File: config.mk
export PLATFORM = sky130hd
export DESIGN_NAME = dcache_mem_responder_flat
export DESIGN_NICKNAME = d
export VERILOG_FILES = /design/src/rtl/dcache_mem_pkg.sv /design/src/rtl/dcache_mem_responder_if.sv /design/src/rtl/dcache_mem_responder.sv /design/src/flat_wrapper.sv
export SDC_FILE = /design/constraint.sdc
export NUM_CORES = 1
export LEC_CHECK = 0
export CAP_MARGIN = 20
export CORE_ASPECT_RATIO = 0.7
export CORE_UTILIZATION = 42
export CTS_BUF_LIST = sky130_fd_sc_hd__clkbuf_4
export DETAILED_ROUTE_END_ITERATION = 10
export PLACE_DENSITY = 0.89
export RECOVER_POWER = 50
export SLEW_MARGIN = 30
export SYNTH_ARGS = -nofsm -noshare
export SYNTH_HDL_FRONTEND = slang
export SYNTH_SLANG_ARGS = --single-unit
export TNS_END_PERCENT = 30
File: constraint.sdc
create_clock -name clk -period 1.8 [get_ports clk]
set_input_delay 0.36 -clock clk [delete_from_list [all_inputs] [get_ports clk]]
set_output_delay 0.36 -clock clk [all_outputs]
set_load 0.03 [all_outputs]
File: src/rtl/dcache_mem_pkg.sv
// Shared definitions for the Dcache memory responder: FSM state encodings and bus size codes.
`default_nettype none

package dcache_mem_pkg;

    typedef enum logic [2:0] {
        IDLE     = 3'd0,
        RD_ISSUE = 3'd1,
        RD_WAIT  = 3'd2,
        RD_DONE  = 3'd3,
        WR_ISSUE = 3'd4,
        WR_WAIT  = 3'd5
    } state_e;

    localparam logic [1:0] SIZE_B = 2'd0;
    localparam logic [1:0] SIZE_H = 2'd1;
    localparam logic [1:0] SIZE_W = 2'd2;

endpackage

`default_nettype wire

File: src/rtl/dcache_mem_responder_if.sv
// Dcache-side request/response signals plus the single-beat memory bus, bundled for the responder.
`default_nettype none

interface dcache_mem_responder_if #(
    parameter int offset_width = 2
) ();
    localparam int LW = 1 << offset_width;

    logic                 dcache_mem_req;
    logic                 dcache_mem_wr;
    logic [1:0]           dcache_mem_size;
    logic [3:0]           dcache_mem_wstrb;
    logic                 dcache_mem_suc;
    logic [31:0]          dcache_mem_addr;
    logic [31:0]          dcache_mem_wdata;
    logic                 mem_dcache_addrOK;
    logic                 mem_dcache_dataOK;
    logic                 mem_dcache_bvalid;
    logic [32*LW-1:0]     mem_dcache_rdata;
    logic                 bus_req;
    logic                 bus_we;
    logic [31:0]          bus_addr;
    logic [31:0]          bus_wdata;
    logic [3:0]           bus_wstrb;
    logic [1:0]           bus_size;
    logic                 bus_gnt;
    logic                 bus_rvalid;
    logic [31:0]          bus_rdata;
    logic                 bus_wack;

    // Responder side.
    modport slave (
        input  dcache_mem_req, dcache_mem_wr, dcache_mem_size, dcache_mem_wstrb,
               dcache_mem_suc, dcache_mem_addr, dcache_mem_wdata,
               bus_gnt, bus_rvalid, bus_rdata, bus_wack,
        output mem_dcache_addrOK, mem_dcache_dataOK, mem_dcache_bvalid, mem_dcache_rdata,
               bus_req, bus_we, bus_addr, bus_wdata, bus_wstrb, bus_size
    );

    // Dcache plus memory-bus side.
    modport master (
        output dcache_mem_req, dcache_mem_wr, dcache_mem_size, dcache_mem_wstrb,
               dcache_mem_suc, dcache_mem_addr, dcache_mem_wdata,
               bus_gnt, bus_rvalid, bus_rdata, bus_wack,
        input  mem_dcache_addrOK, mem_dcache_dataOK, mem_dcache_bvalid, mem_dcache_rdata,
               bus_req, bus_we, bus_addr, bus_wdata, bus_wstrb, bus_size
    );

endinterface

`default_nettype wire

File: src/rtl/dcache_mem_responder.sv
// Turns Dcache line reads / single writes into one-outstanding-beat bus transactions.
// Build option: define WRITE_POST_EN to acknowledge writes (addrOK) at acceptance.
`default_nettype none

module dcache_mem_responder
    import dcache_mem_pkg::*;
#(
    parameter int offset_width = 2
) (
    input  wire logic            clk,
    input  wire logic            rstn,
    dcache_mem_responder_if.slave io
);
    localparam int LW = 1 << offset_width;
    localparam logic [offset_width-1:0] LAST_BEAT = offset_width'(LW - 1);
    localparam logic [31:0] LINE_MASK = ~((32'd1 << (offset_width + 2)) - 32'd1);
`ifdef WRITE_POST_EN
    localparam bit POSTED_WRITE = 1'b1;
`else
    localparam bit POSTED_WRITE = 1'b0;
`endif

    state_e                  state_q, state_d;
    logic [offset_width-1:0] cnt_q, cnt_d;
    logic [31:0]             addr_q, addr_d;
    logic [31:0]             wdata_q, wdata_d;
    logic [3:0]              wstrb_q, wstrb_d;
    logic [1:0]              size_q, size_d;
    logic                    wr_q, wr_d;
    logic                    suc_q, suc_d;
    logic [31:0]             line_q [LW];
    logic [31:0]             line_d [LW];

    logic                    addr_ok, data_ok, bvalid;
    logic                    bus_req, bus_we;
    logic [31:0]             bus_addr, bus_wdata;
    logic [3:0]              bus_wstrb;
    logic [1:0]              bus_size;
    logic [offset_width-1:0] lane;

    assign lane = suc_q ? addr_q[offset_width+1:2] : cnt_q;

    always_ff @(posedge clk or negedge rstn) begin
        if (!rstn) begin
            state_q <= IDLE;
            cnt_q   <= '0;
            addr_q  <= '0;
            wdata_q <= '0;
            wstrb_q <= '0;
            size_q  <= '0;
            wr_q    <= 1'b0;
            suc_q   <= 1'b0;
            for (int i = 0; i < LW; i++) line_q[i] <= '0;
        end else begin
            state_q <= state_d;
            cnt_q   <= cnt_d;
            addr_q  <= addr_d;
            wdata_q <= wdata_d;
            wstrb_q <= wstrb_d;
            size_q  <= size_d;
            wr_q    <= wr_d;
            suc_q   <= suc_d;
            for (int i = 0; i < LW; i++) line_q[i] <= line_d[i];
        end
    end

    always_comb begin
        state_d   = state_q;
        cnt_d     = cnt_q;
        addr_d    = addr_q;
        wdata_d   = wdata_q;
        wstrb_d   = wstrb_q;
        size_d    = size_q;
        wr_d      = wr_q;
        suc_d     = suc_q;
        line_d    = line_q;
        addr_ok   = 1'b0;
        data_ok   = 1'b0;
        bvalid    = 1'b0;
        bus_req   = 1'b0;
        bus_we    = 1'b0;
        bus_addr  = '0;
        bus_wdata = '0;
        bus_wstrb = '0;
        bus_size  = '0;

        case (state_q)
            IDLE: begin
                if (io.dcache_mem_req) begin
                    addr_d  = io.dcache_mem_addr;
                    wdata_d = io.dcache_mem_wdata;
                    wstrb_d = io.dcache_mem_wstrb;
                    size_d  = io.dcache_mem_size;
                    wr_d    = io.dcache_mem_wr;
                    suc_d   = io.dcache_mem_suc;
                    cnt_d   = '0;
                    // Gated by rstn so the combinational ack is also quiet under reset.
                    addr_ok = rstn && (!io.dcache_mem_wr || POSTED_WRITE);
                    state_d = io.dcache_mem_wr ? WR_ISSUE : RD_ISSUE;
                end
            end
            RD_ISSUE: begin
                bus_req   = 1'b1;
                bus_wstrb = 4'hF;
                bus_size  = suc_q ? size_q : SIZE_W;
                bus_addr  = suc_q ? (addr_q & ~32'h3)
                                  : ((addr_q & LINE_MASK) | (32'(cnt_q) << 2));
                if (io.bus_gnt) state_d = RD_WAIT;
            end
            RD_WAIT: begin
                if (io.bus_rvalid) begin
                    line_d[lane] = io.bus_rdata;
                    cnt_d        = suc_q ? '0 : cnt_q + 1'b1;
                    state_d      = (suc_q || cnt_q == LAST_BEAT) ? RD_DONE : RD_ISSUE;
                end
            end
            RD_DONE: begin
                data_ok = 1'b1;
                state_d = IDLE;
            end
            WR_ISSUE: begin
                bus_req   = 1'b1;
                bus_we    = wr_q;
                bus_addr  = addr_q & ~32'h3;
                bus_wdata = wdata_q;
                bus_wstrb = wstrb_q;
                bus_size  = size_q;
                if (io.bus_gnt) state_d = WR_WAIT;
            end
            WR_WAIT: begin
                if (io.bus_wack) begin
                    bvalid  = 1'b1;
                    addr_ok = !POSTED_WRITE;
                    state_d = IDLE;
                end
            end
            default: state_d = IDLE;
        endcase
    end

    assign io.mem_dcache_addrOK = addr_ok;
    assign io.mem_dcache_dataOK = data_ok;
    assign io.mem_dcache_bvalid = bvalid;
    assign io.bus_req           = bus_req;
    assign io.bus_we            = bus_we;
    assign io.bus_addr          = bus_addr;
    assign io.bus_wdata         = bus_wdata;
    assign io.bus_wstrb         = bus_wstrb;
    assign io.bus_size          = bus_size;

    for (genvar i = 0; i < LW; i++) begin : g_rdata
        assign io.mem_dcache_rdata[32*i +: 32] = line_q[i];
    end

endmodule

`default_nettype wire
File: src/flat_wrapper.sv
// flat-port wrapper written by rule: the top's interface ports become plain ports
module dcache_mem_responder_flat import dcache_mem_pkg::*;
#(
    parameter int offset_width = 2
)
  (clk, rstn, io_dcache_mem_req, io_dcache_mem_wr, io_dcache_mem_size, io_dcache_mem_wstrb, io_dcache_mem_suc, io_dcache_mem_addr, io_dcache_mem_wdata, io_bus_gnt, io_bus_rvalid, io_bus_rdata, io_bus_wack, io_mem_dcache_addrOK, io_mem_dcache_dataOK, io_mem_dcache_bvalid, io_mem_dcache_rdata, io_bus_req, io_bus_we, io_bus_addr, io_bus_wdata, io_bus_wstrb, io_bus_size);
  dcache_mem_responder_if #(.offset_width(offset_width)) io_i ();
  input  wire logic clk;
  input  wire logic rstn;
  input wire logic [$bits(io_i.dcache_mem_req)-1:0] io_dcache_mem_req;
  input wire logic [$bits(io_i.dcache_mem_wr)-1:0] io_dcache_mem_wr;
  input wire logic [$bits(io_i.dcache_mem_size)-1:0] io_dcache_mem_size;
  input wire logic [$bits(io_i.dcache_mem_wstrb)-1:0] io_dcache_mem_wstrb;
  input wire logic [$bits(io_i.dcache_mem_suc)-1:0] io_dcache_mem_suc;
  input wire logic [$bits(io_i.dcache_mem_addr)-1:0] io_dcache_mem_addr;
  input wire logic [$bits(io_i.dcache_mem_wdata)-1:0] io_dcache_mem_wdata;
  input wire logic [$bits(io_i.bus_gnt)-1:0] io_bus_gnt;
  input wire logic [$bits(io_i.bus_rvalid)-1:0] io_bus_rvalid;
  input wire logic [$bits(io_i.bus_rdata)-1:0] io_bus_rdata;
  input wire logic [$bits(io_i.bus_wack)-1:0] io_bus_wack;
  output wire logic [$bits(io_i.mem_dcache_addrOK)-1:0] io_mem_dcache_addrOK;
  output wire logic [$bits(io_i.mem_dcache_dataOK)-1:0] io_mem_dcache_dataOK;
  output wire logic [$bits(io_i.mem_dcache_bvalid)-1:0] io_mem_dcache_bvalid;
  output wire logic [$bits(io_i.mem_dcache_rdata)-1:0] io_mem_dcache_rdata;
  output wire logic [$bits(io_i.bus_req)-1:0] io_bus_req;
  output wire logic [$bits(io_i.bus_we)-1:0] io_bus_we;
  output wire logic [$bits(io_i.bus_addr)-1:0] io_bus_addr;
  output wire logic [$bits(io_i.bus_wdata)-1:0] io_bus_wdata;
  output wire logic [$bits(io_i.bus_wstrb)-1:0] io_bus_wstrb;
  output wire logic [$bits(io_i.bus_size)-1:0] io_bus_size;
  assign io_i.dcache_mem_req = io_dcache_mem_req;
  assign io_i.dcache_mem_wr = io_dcache_mem_wr;
  assign io_i.dcache_mem_size = io_dcache_mem_size;
  assign io_i.dcache_mem_wstrb = io_dcache_mem_wstrb;
  assign io_i.dcache_mem_suc = io_dcache_mem_suc;
  assign io_i.dcache_mem_addr = io_dcache_mem_addr;
  assign io_i.dcache_mem_wdata = io_dcache_mem_wdata;
  assign io_i.bus_gnt = io_bus_gnt;
  assign io_i.bus_rvalid = io_bus_rvalid;
  assign io_i.bus_rdata = io_bus_rdata;
  assign io_i.bus_wack = io_bus_wack;
  assign io_mem_dcache_addrOK = io_i.mem_dcache_addrOK;
  assign io_mem_dcache_dataOK = io_i.mem_dcache_dataOK;
  assign io_mem_dcache_bvalid = io_i.mem_dcache_bvalid;
  assign io_mem_dcache_rdata = io_i.mem_dcache_rdata;
  assign io_bus_req = io_i.bus_req;
  assign io_bus_we = io_i.bus_we;
  assign io_bus_addr = io_i.bus_addr;
  assign io_bus_wdata = io_i.bus_wdata;
  assign io_bus_wstrb = io_i.bus_wstrb;
  assign io_bus_size = io_i.bus_size;
  dcache_mem_responder #(.offset_width(offset_width)) u_core (.clk(clk), .rstn(rstn), .io(io_i));
endmodule
# --- Word-level counts from Yosys, hierarchy flattened ---
# Cells that the tools add are included.
totals:
  ff_bits: 205
  latch_bits: 0
  ramBits: 0
  mem_bits_ro: 0
  in_bits: 110
  output_inout_bits: 203
  mem_count: 0
op_classes:
  addsub: 1
  mul: 0
  n_div: 0
  magnitude_cmp: 2
  eq_ne: 11
  shift: 0
  muxes: 29
  n_bitwise: 2
  reduce_logical: 11
ops:
  columns: ["cell", "n"]
  rows:
  - ["128-bit bitwise mux", 1]
  - ["32-bit two-way mux", 3]
  - ["32-bit demux with 2-bit select", 1]
  - ["32-bit one-hot mux with 2 select lines", 1]
  - ["32-bit by 4-bit OR with 32-bit output", 1]
  - ["3-bit two-way mux", 6]
  - ["3-bit one-hot mux with 5 select lines", 1]
  - ["2-bit two-way mux", 6]
  - ["2-bit inequality test (second input constant)", 5]
  - ["2-bit one-hot mux with 2 select lines", 2]
  - ["4-bit one-hot mux with 2 select lines", 1]
  - ["3-bit by 2-bit == test with 1-bit output (second input constant)", 2]
  - ["3-bit == test (second input constant)", 2]
  - ["1-bit two-way mux", 6]
  - ["5-bit AND reduction", 1]
  - ["2-bit AND reduction", 2]
  - ["3-bit by 1-bit == test with 1-bit output (second input constant)", 1]
  - ["3-bit greater-or-equal comparator (second input constant)", 1]
  - ["3-bit logical NOT", 1]
  - ["3-bit by 1-bit < comparator with 1-bit output (second input constant)", 1]
  - ["2-bit inverter with 3-bit output", 1]
  - ["3-bit AND reduction", 1]
  - ["2-bit by 1-bit adder with 2-bit output (second input constant)", 1]
  - ["2-bit == test (second input constant)", 1]
  - ["other kinds (6)", 7]

# --- Logic depth before layout (Yosys ltp) ---
# Gate-level depths: netlist of run 1.
logic_depth:
  word_depth: 7
  mapped_depth: 7
  mapped_depth_nobuf: 4

# --- Worst setup path after synthesis of run 1 ---
# No wires, ideal clock.
synth_timing:
  path_kind: "reg2out"
  from: "register u_core.state_q[0]"
  to: "output port io_bus_addr[12]"
  t_arrival_ps: 1689
  t_required_ps: 1440
  path_slack_ps: -249
  path_stages_with_launch: 6
  cell_sequence: "dfrtp_1 buf_4 nor2b_1 o21a_1 clkbuf_1 and2_1"
synth_via:
  elab_chain_cells: 2
synth_rtl:
  columns: ["element", "line", "rtl"]
  rows:
  - ["start, declared", "dcache_mem_responder.sv:23", "state_e state_q, state_d;"]
  - ["start signal, assigned", "dcache_mem_responder.sv:55", "state_q <= state_d;"]
  - ["3-bit == test / 3-bit by 1-bit == test with 1-bit output (equally long branches)", "dcache_mem_responder.sv:87", "case (state_q)"]
  - ["32-bit one-hot mux with 2 select lines *", "dcache_mem_responder.sv:87", null]
  - ["end, declared", "flat_wrapper.sv:27", "output wire logic [$bits(io_i.bus_addr)-1:0] io_bus_addr;"]
# Mark *: on every way between the ends. The rest lies on a longest branch, timed or not.

# --- Final worst setup path of run 1 ---
layout_timing:
  from: "register u_core.state_q[2]"
  to: "output port io_mem_dcache_addrOK"
layout_via:
  elab_chain_cells: 2
layout_rtl:
  columns: ["element", "line", "rtl"]
  rows:
  - ["3-bit == test / 3-bit logical NOT (equally long branches)", "dcache_mem_responder.sv:87", null]
  - ["1-bit one-hot mux with 2 select lines *", "dcache_mem_responder.sv:87", null]
  - ["end, declared", "flat_wrapper.sv:21", "output wire logic [$bits(io_i.mem_dcache_addrOK)-1:0] io_mem_dcache_addrOK;"]
# Marked as above.

==> results of run 1 <==
==> through the flow <==
stage | std cells | util | power [W]
2_1_floorplan | 715 | - | 0.01279
3_3_place_gp | 1275 | 0.6038 | 0.01669
3_5_place_dp | 1275 | 0.6038 | 0.01700
4_1_cts | 1369 | 0.6446 | 0.02105
5_1_grt | 1393 | 0.6838 | 0.02429
6_report | 1393 | 0.6838 | 0.02316
==> sequential cells by signal, indices dropped and copies added, names as in the netlist <==
register / flops
u_core.io.mem_dcache_rdata: 128
u_core.wdata_q: 32
u_core.addr_q: 30
u_core.wstrb_q: 4
u_core.state_q: 3
u_core.cnt_q: 2
u_core.size_q: 2
u_core.suc_q: 1
u_core.wr_q: 1
==> final cells by class <==
type,count,area [µm²]
clock inverter,14,106.4
multi-input combinational,460,3512
inverter,6,26.28
fill,1325,6277
clock buffer,71,533.0
tap,270,337.8
timing repair buffer,369,3980
sequential,203,5080
==> per-layer routing <==
metal | GRT usage | vias up | part of all wire
li1 | - | 3151 | -
met1 | 0.2784 | 3595 | 0.40
met2 | 0.3647 | 347 | 0.49
met3 | 0.08089 | 41 | 0.094
met4 | 0.06471 | 0 | 0.018
met5 | 0 | - | 0
==> worst reg2reg max path: stages (launching register included) <==
cell and delay (ns):
dfrtp_1 0.41, buf_6 0.15, buf_6 0.11, buf_4 0.13
and4bb_4 0.35, buf_6 0.11, nand3_4 0.12, clkbuf_16 0.26
mux2_2 0.29
==> cell families (layout without fill, tap and decap cells) <==
logic type      count (synthesis)  count (layout)  share of synthesized area
flops                         203             203                     0.5947
simple gates                  299             299                     0.1572
mux                           135             135                     0.1914
fa+ha+maj                       1               1                   0.001465
buf+inv                        52             460                    0.03633
other cells                     1               2                  0.0004390
compound gates                 23              23                    0.01846
==> power breakdown <==
group	internal (W)	switching, W	total, W
clock	0.00210	0.00184	0.00394
sequential	0.00609	0.000937	0.00703
combinational	0.00555	0.00665	0.0122
==> worst paths after layout <==
| path | from | to | slack [ns] | cells after the start |
|---|---|---|---|---|
| min in group clk | io_dcache_mem_wstrb[0] | u_core.wstrb_q[0] | 0.28 | 3 |
| max | u_core.state_q[2] | io_mem_dcache_addrOK | -0.67 | 5 |
| min reg2reg | u_core.addr_q[11] | u_core.addr_q[11] | 0.47 | 2 |
| min | rstn | u_core.io.mem_dcache_rdata[117] | 0.27 | 2 |
| max reg2reg | u_core.state_q[0] | u_core.io.mem_dcache_rdata[12] | -0.25 | 8 |
| max in group asynchronous | rstn | u_core.addr_q[18] | 0.14 | 3 |
==> placed cells by master, fill, tap and decap left out, types with 16 or more instances in the layout <==
cell,instances
mux2_4,35
and2_4,28
buf_4,26
clkdlybuf4s50_1,106
nand2_1,213
mux2_2,96
buf_12,16
dlymetal6s2s_1,62
clkbuf_4,71
dfrtp_1,203
and3_4,29
clkbuf_2,48
buf_6,79
==> repair_timing <==
item	4_1_cts	5_1_grt
hold buffers	1	0
gates cloned	1	13
gates resized for setup	159	251
endpoints found under the hold margin	203	0
pin swaps	3	44
buffers inserted	7	11
setup endpoints to repair	307	357
==> impl_metrics.ini, run 1 <==
[global_route]
grtUsageTotal = 0.2239
grt_start_max_net_pins = 112
grt_pass1_vias = 6972
grt_overflow = 0
antenna_found_initial = 0
grt_pass1_wl_um = 36350

[power_and_ir_drop]
powerDensity_mw_per_mm2 = 1706
vdd_ir_drop_max_mv = 1.062
leakagePower_nw = 7.832

[run]
maxCapViolCount = 0

[critical_path]
cp_cell_sequence = or4b_4, nor2_2, buf_6, a21o_1, buf_12
cp_num_buf_inv = 2
arrival_ns = 2.11
cp.required_ns = 1.44
crit_path_end_kind = primary output
crit_family = simple AND/OR/NAND/NOR gates
slowest_delay_ns = 0.54
cp_slowest_cell = or4b_4
worstSetupPathType = reg -> out
worstSetupStartpointType = flop
crit_fanout = 2

[clock_tree]
cts_max_level = 2
cts.sinks = 203
cts_buffers = 50
root_buffer = clkbuf_4
cts_max_path_buffers = 3
cts_tree = yes
clkLatencyLatePin_ns = 0.61
clkTransAtPathRegs_ns = 0.08

[yosys]
syn-cell-area_mm2 = 0.008542
ys_seq_area_frac = 0.5947
yosysWarnings = 0
netlist-cell-type-count = 41
synth_ff_type = dfrtp_1
yosysMostFrequentCell = nand2_1
ys_async_sr_fraction = 1.000
synth-edff-count = 0
netlist_instances = 714
synthTopCellsByCount = nand2_1, dfrtp_1, mux2_2
syn_area_per_cell_um2 = 11.96
synth_largest_area_cell = dfrtp_1
synth_top_area_share = 0.5947
yosys-top-cells-area = dfrtp_1, mux2_2, nand2_1
ys_ff_latch = 203

[sta]
totalNegativeSetupSlack_ns = -62.84
fin_crit_ns = 2.471
hold_ws_ns = 0.2732
hold_viol_final = 0
fmax_mhz = 404.7
layout_setup_ws_ns = -0.6709
clock-skew-final_ns = 0.02172
relSlewSlack = 0.3143
setup_viol = 239
post-route-period-util = 1.373
rsz0062_at_grt = yes
final_max_slew_viol_count = 0
worst-slew-pin-transition_ns = 1.029

[cells_and_area]
post_route_cells_drive_above_1_share = 0.4265
antenna-diode-count = 0
final_area_mm2 = 0.01358
nets = 1201
synthToLayoutAreaGrowth_pct = 58.93

[placement]
pre_cts_ws_ns = -0.5628
place_area_mm2 = 0.01199
gp_congestion = 0.7417
dpl.hpwl_um = 16070
io_buffers = 308

[route]
dr.pass1.iters = 5
wl_per_cell_um = 19.73
vias_per_cell = 5.121
drt_wl_total_um = 27490
drc = 0
dr.first_iter.drc_count = 464
vias = 7134
ant_nets = 0

[floorplan]
dieArea_mm2 = 0.02092
row_count = 43
io_pins = 313
initial_core_util = 0.4303
fp.dieH_um = 121.3
die_w_um = 172.5
core_area_mm2 = 0.01985

[worst_hold_path]
min_path_type = in -> async

[run_status]
status = complete, but fails checks
violations = setup timing
Note: power is estimated with default switching activity, not from simulation.
==> run 2: changes to the inputs <==
--- a/config.mk
+++ b/config.mk
@@ -9,6 +9,7 @@
 export CORE_ASPECT_RATIO = 0.7
 export CORE_UTILIZATION = 42
 export CTS_BUF_LIST = sky130_fd_sc_hd__clkbuf_4
+export CTS_CLUSTER_DIAMETER = 120
 export DETAILED_ROUTE_END_ITERATION = 10
 export PLACE_DENSITY = 0.89
 export RECOVER_POWER = 50
==> results of run 2 <==
Same layout as run 1: the final DEF is identical, and so are final timing and power.
